`src/rtl/fetch_pc_sequencer_pkg.sv`:
```
// Shared constants for the fetch PC sequencer: FSM encodings, reset vector,
// sequential increment and the NOP word.
package fetch_pc_sequencer_pkg;

  typedef enum logic [1:0] {
    ST_BOOT  = 2'd0,
    ST_FETCH = 2'd1,
    ST_HOLD  = 2'd2
  } fetch_state_t;

  localparam logic [31:0] RESET_PC_DEFAULT = 32'hBFC0_0000;
  localparam logic [31:0] PC_INC_DEFAULT   = 32'd4;
  localparam logic [31:0] NOP_WORD         = 32'h0000_0000;
  localparam logic [31:0] WORD_BYTES       = 32'd4;

  // Instruction addresses are word aligned; the low two bits are dropped.
  function automatic logic [31:0] align_word(input logic [31:0] addr);
    return {addr[31:2], 2'b00};
  endfunction

endpackage

```
`src/rtl/fetch_skid_buffer.sv`:
```
// One-entry {data, pc} parking register used when decode stalls while a
// fetch ack lands.
module fetch_skid_buffer (
  input  logic        clk,
  input  logic        rst,
  input  logic        i_load,
  input  logic        i_unload,
  input  logic [31:0] i_data,
  input  logic [31:0] i_pc,
  output logic [31:0] o_data,
  output logic [31:0] o_pc,
  output logic        o_valid
);

  logic [31:0] r_data;
  logic [31:0] r_pc;
  logic        r_valid;

  always_ff @(posedge clk) begin
    if (rst) begin
      r_valid <= 1'b0;
    end else if (i_load) begin
      r_valid <= 1'b1;
    end else if (i_unload) begin
      r_valid <= 1'b0;
    end
  end

  // Payload carries no reset: it is only observed while r_valid is set.
  always_ff @(posedge clk) begin
    if (i_load) begin
      r_data <= i_data;
      r_pc   <= i_pc;
    end
  end

  assign o_data  = r_data;
  assign o_pc    = r_pc;
  assign o_valid = r_valid;

endmodule

```
`src/rtl/fetch_pc_sequencer.sv`:
```
// Owns the architectural fetch PC, issues instruction-memory requests and
// delivers fetched words to IF/ID with single-delay-slot redirect semantics.
module fetch_pc_sequencer
  import fetch_pc_sequencer_pkg::*;
#(
  parameter logic [31:0] RESET_PC = RESET_PC_DEFAULT,
  parameter logic [31:0] PC_INC   = PC_INC_DEFAULT
) (
  input  logic        CLOCK,
  input  logic        RESET,
  input  logic        STALL,
  input  logic        Request_Alt_PC,
  input  logic [31:0] Alt_PC,
  output logic        IMem_Req,
  output logic [31:0] IMem_Addr,
  input  logic        IMem_Ack,
  input  logic [31:0] IMem_Data,
  output logic [31:0] Instr,
  output logic [31:0] Instr_PC,
  output logic [31:0] Instr_PC_Plus4,
  output logic        Instr_Valid
);

  fetch_state_t r_state;
  logic [31:0]  r_fetch_pc;
  logic [31:0]  r_redirect_pc;
  logic         r_pending;

  logic [31:0]  r_instr;
  logic [31:0]  r_instr_pc;
  logic [31:0]  r_instr_pc4;
  logic         r_instr_valid;

  logic         w_advance;
  logic         w_in_fetch;
  logic         w_in_hold;
  logic         w_ack;
  logic [31:0]  w_alt_pc;
  logic [31:0]  w_next_pc;
  logic         w_skid_load;
  logic         w_skid_unload;
  logic [31:0]  w_skid_data;
  logic [31:0]  w_skid_pc;
  logic         w_skid_valid;

  assign w_advance  = !STALL || !r_instr_valid;
  assign w_in_fetch = (r_state == ST_FETCH);
  assign w_in_hold  = (r_state == ST_HOLD);
  assign w_ack      = w_in_fetch && IMem_Ack;
  assign w_alt_pc   = align_word(Alt_PC);

  // A redirect arriving on the consuming edge bypasses the pending register.
  assign w_next_pc = Request_Alt_PC ? w_alt_pc :
                     r_pending      ? r_redirect_pc :
                                      (r_fetch_pc + PC_INC);

  assign w_skid_load   = w_ack && !w_advance;
  assign w_skid_unload = w_in_hold && w_advance;

  assign IMem_Req  = w_in_fetch && !RESET;
  assign IMem_Addr = r_fetch_pc;

  fetch_skid_buffer u_skid (
    .clk      (CLOCK),
    .rst      (RESET),
    .i_load   (w_skid_load),
    .i_unload (w_skid_unload),
    .i_data   (IMem_Data),
    .i_pc     (r_fetch_pc),
    .o_data   (w_skid_data),
    .o_pc     (w_skid_pc),
    .o_valid  (w_skid_valid)
  );

  always_ff @(posedge CLOCK) begin
    if (RESET) begin
      r_state       <= ST_BOOT;
      r_fetch_pc    <= align_word(RESET_PC);
      r_pending     <= 1'b0;
      r_instr       <= NOP_WORD;
      r_instr_pc    <= 32'h0;
      r_instr_pc4   <= 32'h0;
      r_instr_valid <= 1'b0;
    end else begin
      case (r_state)
        ST_BOOT: begin
          r_state <= ST_FETCH;
        end

        ST_FETCH: begin
          if (IMem_Ack) begin
            // The acked word is the delay slot; the redirect (if any) is
            // consumed here as the next fetch address.
            r_fetch_pc <= w_next_pc;
            r_pending  <= 1'b0;
            if (w_advance) begin
              r_instr       <= IMem_Data;
              r_instr_pc    <= r_fetch_pc;
              r_instr_pc4   <= r_fetch_pc + WORD_BYTES;
              r_instr_valid <= 1'b1;
            end else begin
              r_state <= ST_HOLD;
            end
          end else begin
            if (w_advance) begin
              r_instr_valid <= 1'b0;
            end
            if (Request_Alt_PC) begin
              r_redirect_pc <= w_alt_pc;
              r_pending     <= 1'b1;
            end
          end
        end

        ST_HOLD: begin
          if (Request_Alt_PC) begin
            r_redirect_pc <= w_alt_pc;
            r_pending     <= 1'b1;
          end
          if (w_advance) begin
            r_instr       <= w_skid_data;
            r_instr_pc    <= w_skid_pc;
            r_instr_pc4   <= w_skid_pc + WORD_BYTES;
            r_instr_valid <= w_skid_valid;
            r_state       <= ST_FETCH;
          end
        end

        default: begin
          r_state <= ST_BOOT;
        end
      endcase
    end
  end

  assign Instr          = r_instr;
  assign Instr_PC       = r_instr_pc;
  assign Instr_PC_Plus4 = r_instr_pc4;
  assign Instr_Valid    = r_instr_valid;

endmodule
```
`config.mk`:
```
export PLATFORM = sky130hd
export DESIGN_NAME = fetch_pc_sequencer
export DESIGN_NICKNAME = d
export VERILOG_FILES = /design/src/rtl/fetch_pc_sequencer_pkg.sv /design/src/rtl/fetch_skid_buffer.sv /design/src/rtl/fetch_pc_sequencer.sv
export SDC_FILE = /design/constraint.sdc
export NUM_CORES = 1
export LEC_CHECK = 0
export ABC_AREA = 1
export BUFFER_PORTS_ARGS = -buffer_cell sky130_fd_sc_hd__buf_2
export CORE_ASPECT_RATIO = 0.9
export CORE_MARGIN = 2
export CORE_UTILIZATION = 40
export DETAILED_ROUTE_END_ITERATION = 12
export GPL_ROUTABILITY_DRIVEN = 0
export PLACE_DENSITY_LB_ADDON = 0.15
export RECOVER_POWER = 100
export SYNTH_ARGS = -nofsm -noshare
export SYNTH_HDL_FRONTEND = slang
export SYNTH_SLANG_ARGS = --single-unit
export TNS_END_PERCENT = 20
```
`constraint.sdc`:
```
create_clock -name CLOCK -period 4.8 [get_ports CLOCK]
set_input_delay 0.72 -clock CLOCK [delete_from_list [all_inputs] [get_ports CLOCK]]
set_output_delay 0.72 -clock CLOCK [all_outputs]
set_load 0.01 [all_outputs]
```
==> impl_summary.md <==
Worst setup path
The worst setup slack for register-to-register paths is between 1 and 1.5 ns. STA classifies the critical path startpoint as a flop. For the worst setup path, the data required time is 5.21 ns.

The largest fanout of any net on the critical path is 129. The worst setup path category is flop to flop. The data arrival at the endpoint of the critical path is about 4 ns. In this run the critical register-to-register path is captured at Instr_PC_Plus4[15]. The destination of the critical timing path is Instr_PC_Plus4[15]. For the worst flop-to-flop path, the logic depth is 10. The launch point of the worst reg-to-reg path is r_state[0]. The kind of capture point of the worst setup path is a flop.

The critical path starts at r_state[0].

Power and ir drop
The sequential fraction of design power is between 30% and 40%. The part of the total power dissipated in the clock network is 24.6%. The switching component of the power is between 2000 and 3000 uW. In this run the static leakage power is approximately 0.0046 uW. Net switching is approximately two fifths of the power. The post-layout total power is between 7000 and 8000 uW. The internal power consumption is 4300 uW.

The power density of the placed cells is between 600 and 700 mW/mm2. The worst supply voltage drop on vdd is 513 uV. The combinational share of power is roughly 36%.

CTS
The clock latency on the worst-skew pair is roughly 0.52 ns. The cts-stage hold buffer count is 0. The deepest clock path buffer count is 3. The number of clock sinks seen by CTS is 219.

The quantity of gates resized following cts is 0. Clock-pin slew was measured on the worst setup and hold paths at ~0.06 ns. The clock buffer count from CTS is 24. The root buffer cell chosen for the clock tree is sky130_fd_sc_hd__clkbuf_16. The CTS H-tree depth is 1. TritonCTS built the clock tree. Buffers added to address setup during post-CTS repair amount to 0.

Logic synthesis
Ranked by total cell area, the synthesized netlist is headed by sky130_fd_sc_hd__edfxtp_1, sky130_fd_sc_hd__dfxtp_1, sky130_fd_sc_hd__nand2_1, sky130_fd_sc_hd__nor2_1, sky130_fd_sc_hd__o21ai_0. The count of state elements after synthesis is 219. The async set or reset register ratio after synthesis is 0%. The mean instance size in the synthesized netlist is between 7 and 8 um2.

The commonest cells after synthesis are sky130_fd_sc_hd__nand2_1, sky130_fd_sc_hd__nor2_1, sky130_fd_sc_hd__dfxtp_1, sky130_fd_sc_hd__edfxtp_1, sky130_fd_sc_hd__o21ai_0. Sequential elements use approximately half of the synthesized area. The number of warnings issued by yosys is 0.

The synthesized netlist contains 36 unique library cells. The share of synthesized area in the top cell type comes to roughly a quarter. Synthesis produced a netlist whose cell count is 1318. The cell accounting for the most synthesized area is sky130_fd_sc_hd__edfxtp_1. The most frequently used flop master after synthesis is sky130_fd_sc_hd__dfxtp_1.

The cell area after synthesis is 0.0104 mm2. The cell with the most instances after synthesis is sky130_fd_sc_hd__nand2_1. Counting flops with a built-in enable in the synthesized netlist gives 92.

STA
The final-report max-slew violation count was 24. The worst slew margin relative to its limit is -35.6%. The routed design could run at a clock period as short as between 3 and 4 ns.

The transition time of the tightest slew-check pin is just over 2 ns. Setup repair after global routing left no endpoint under its margin. The clock arrives with about 0.011 ns of skew. For the final routed database, the setup TNS stands at 0 ns. The count of endpoints failing hold in the final timing report is 0.

The maximum clock frequency is approximately 280 MHz. The portion of the clock cycle consumed by the worst path in the final layout is 73.8%. The number of setup violations in the final report is 0.

Layout
Relative to the synthesized area, the layout overhead comes to 15.8%. The net count of the finished layout is between 1500 and 2000. The final core area utilization is a little under half. The post-route netlist has 6.91% of its cells at a drive strength greater than 1. The repair_antennas step left the layout with diodes totalling 0.

Route
Dividing the detail-routed wire length by the instance count gives about 17 um. The number of optimization iterations in the first detailed-route pass is 5. The aggregate routed wire length is ~32000 um.

The routed layout has between 9000 and 10000 vias. The DRC violation count after routing is 0. The per-cell via count in the routed design is ~5.1.

In this run the remaining antenna-violating nets after routing total 0. The starting DRC count in detailed routing is 807.

Global routing
The first-pass GRT wire length is around 49000 um. The via count of the first global-routing pass came to 8653. The maximum number of pins on one net before global-route repair is 130. The total overflow left after global routing is 0. Global routing used approximately 22% of the available tracks. The number of antenna violations at the first check in global routing is 0.

Die
Measured along the x axis, the die boundary spans around 170 um. The core region is between 0.02 and 0.03 mm2. The total number of placement rows is 56.

The die is ~160 um tall. The floorplan step defined a die boundary enclosing around 0.027 mm2. The top-level I/O count is 199.

The initial core utilization is between 40% and 50%.

Job
The count of maximum capacitance violations is 1.

Run status
The run finished, with violations left. The checks that failed: capacitance limit, slew limit.

Worst hold path
The type of the tightest min-delay check is input pin to flop.

Placed design
The number of buffers inserted by port buffering is 190. After legalization and detailed placement, the total HPWL measured 21800 um.
-- critical path: stages (launching register included) --
cell                       delay (ns)
sky130_fd_sc_hd__dfxtp_1         0.35
sky130_fd_sc_hd__inv_1           0.12
sky130_fd_sc_hd__ha_1            0.93
sky130_fd_sc_hd__nand2_1         0.17
sky130_fd_sc_hd__nand2_1         0.17
sky130_fd_sc_hd__inv_2           0.05
sky130_fd_sc_hd__nor2_4          0.10
sky130_fd_sc_hd__clkbuf_4        0.98
sky130_fd_sc_hd__o211ai_1        0.35
sky130_fd_sc_hd__nand2_1         0.13
sky130_fd_sc_hd__inv_1           0.04
-- cell type report --
class	instances	area (um2)
multi-input combinational	961	4510
inverter	64	240
fill	2652	13800
clock buffer	36	688
tap	348	435
timing repair buffer	202	828
clock inverter	8	65.1
sequential	219	5310
-- metal layers --
metal	vias to the layer above	routed length (um)	track usage, %
li1	4720	-	-
met1	4343	15300	33.9
met2	342	13500	34.4
met3	47	1980	2.58
met4	0	702	5.32
met5	-	0	0
-- cell usage in the layout (no fill, tap or decap), drive strengths merged --
| cell type | netlist | final |
|---|---|---|
| a21oi | 76 | 76 |
| a31oi | 63 | 63 |
| buf | 34 | 31 |
| bufinv | 0 | 1 |
| clkbuf | 45 | 207 |
| clkinv | 0 | 7 |
| conb | 1 | 6 |
| dfxtp | 127 | 127 |
| edfxtp | 92 | 92 |
| ha | 7 | 7 |
| inv | 64 | 64 |
| nand2 | 403 | 403 |
| nand2b | 1 | 1 |
| nand3 | 81 | 81 |
| nand3b | 11 | 11 |
| nand4 | 2 | 2 |
| nor2 | 158 | 158 |
| nor3 | 1 | 1 |
| nor4 | 1 | 1 |
| o211ai | 17 | 17 |
| o21a | 1 | 1 |
| o21ai | 111 | 111 |
| o21bai | 1 | 1 |
| or2 | 4 | 4 |
| xnor2 | 6 | 6 |
| xor2 | 11 | 11 |
-- registers in the layout, indices dropped and copies added (netlist names) --
| name | cells |
|---|---|
| r_state | 2 |
| u_skid.o_data | 32 |
| Instr_PC_Plus4 | 30 |
| u_skid.o_pc | 30 |
| Instr_Valid | 1 |
| Instr_PC | 30 |
| r_pending | 1 |
| IMem_Addr | 30 |
| u_skid.o_valid | 1 |
| r_redirect_pc | 30 |
| Instr | 32 |
-- logic make-up after synthesis --
group / share of synthesized area (%)
and+or+nand+nor: 26.7
AOI/OAI and AO/OA: 14.1
DFF: 50.9
buffers and inverters: 6.00
xor gates and xnor gates: 1.43
adders and majority gates: 0.840
other: 0.0360
-- power by group through the flow --
stage | combinational [uW] | clock [uW] | sequential [uW]
floorplan | 1640 | 0 | 3000
global placement | 2690 | 0 | 2890
detailed placement | 2730 | 0 | 2900
CTS | 2740 | 1820 | 2870
global route | 2900 | 1890 | 2950
finish | 2580 | 1780 | 2890
-- per-stage QoR --
stage / hold slack (ns) / instance area [um2] / setup slack, ns / instances
6_report: 0.392 / 12100 / 1.26 / 1838
5_1_grt: 0.377 / 12100 / 0.848 / 1838
4_1_cts: 0.372 / 12300 / 1.94 / 1838
3_5_place_dp: 0.456 / 11600 / 1.85 / 1794
3_3_place_gp: 0.448 / 11600 / 1.87 / 1794
2_1_floorplan: 0.451 / 10400 / 0.191 / 1323
-- worst min path at each step --
stage,startpoint,end,cells past startpoint
floorplan,u_skid.o_valid,Instr_Valid,2
global route,IMem_Data[16],u_skid.o_data[16],1
global placement,Instr_PC[2],Instr_PC[2],2
finish,Alt_PC[20],r_redirect_pc[20],1
CTS,IMem_Data[20],u_skid.o_data[20],1
detailed placement,Instr_PC_Plus4[30],Instr_PC_Plus4[30],2
No activity file was read; power rests on OpenSTA's default activity.
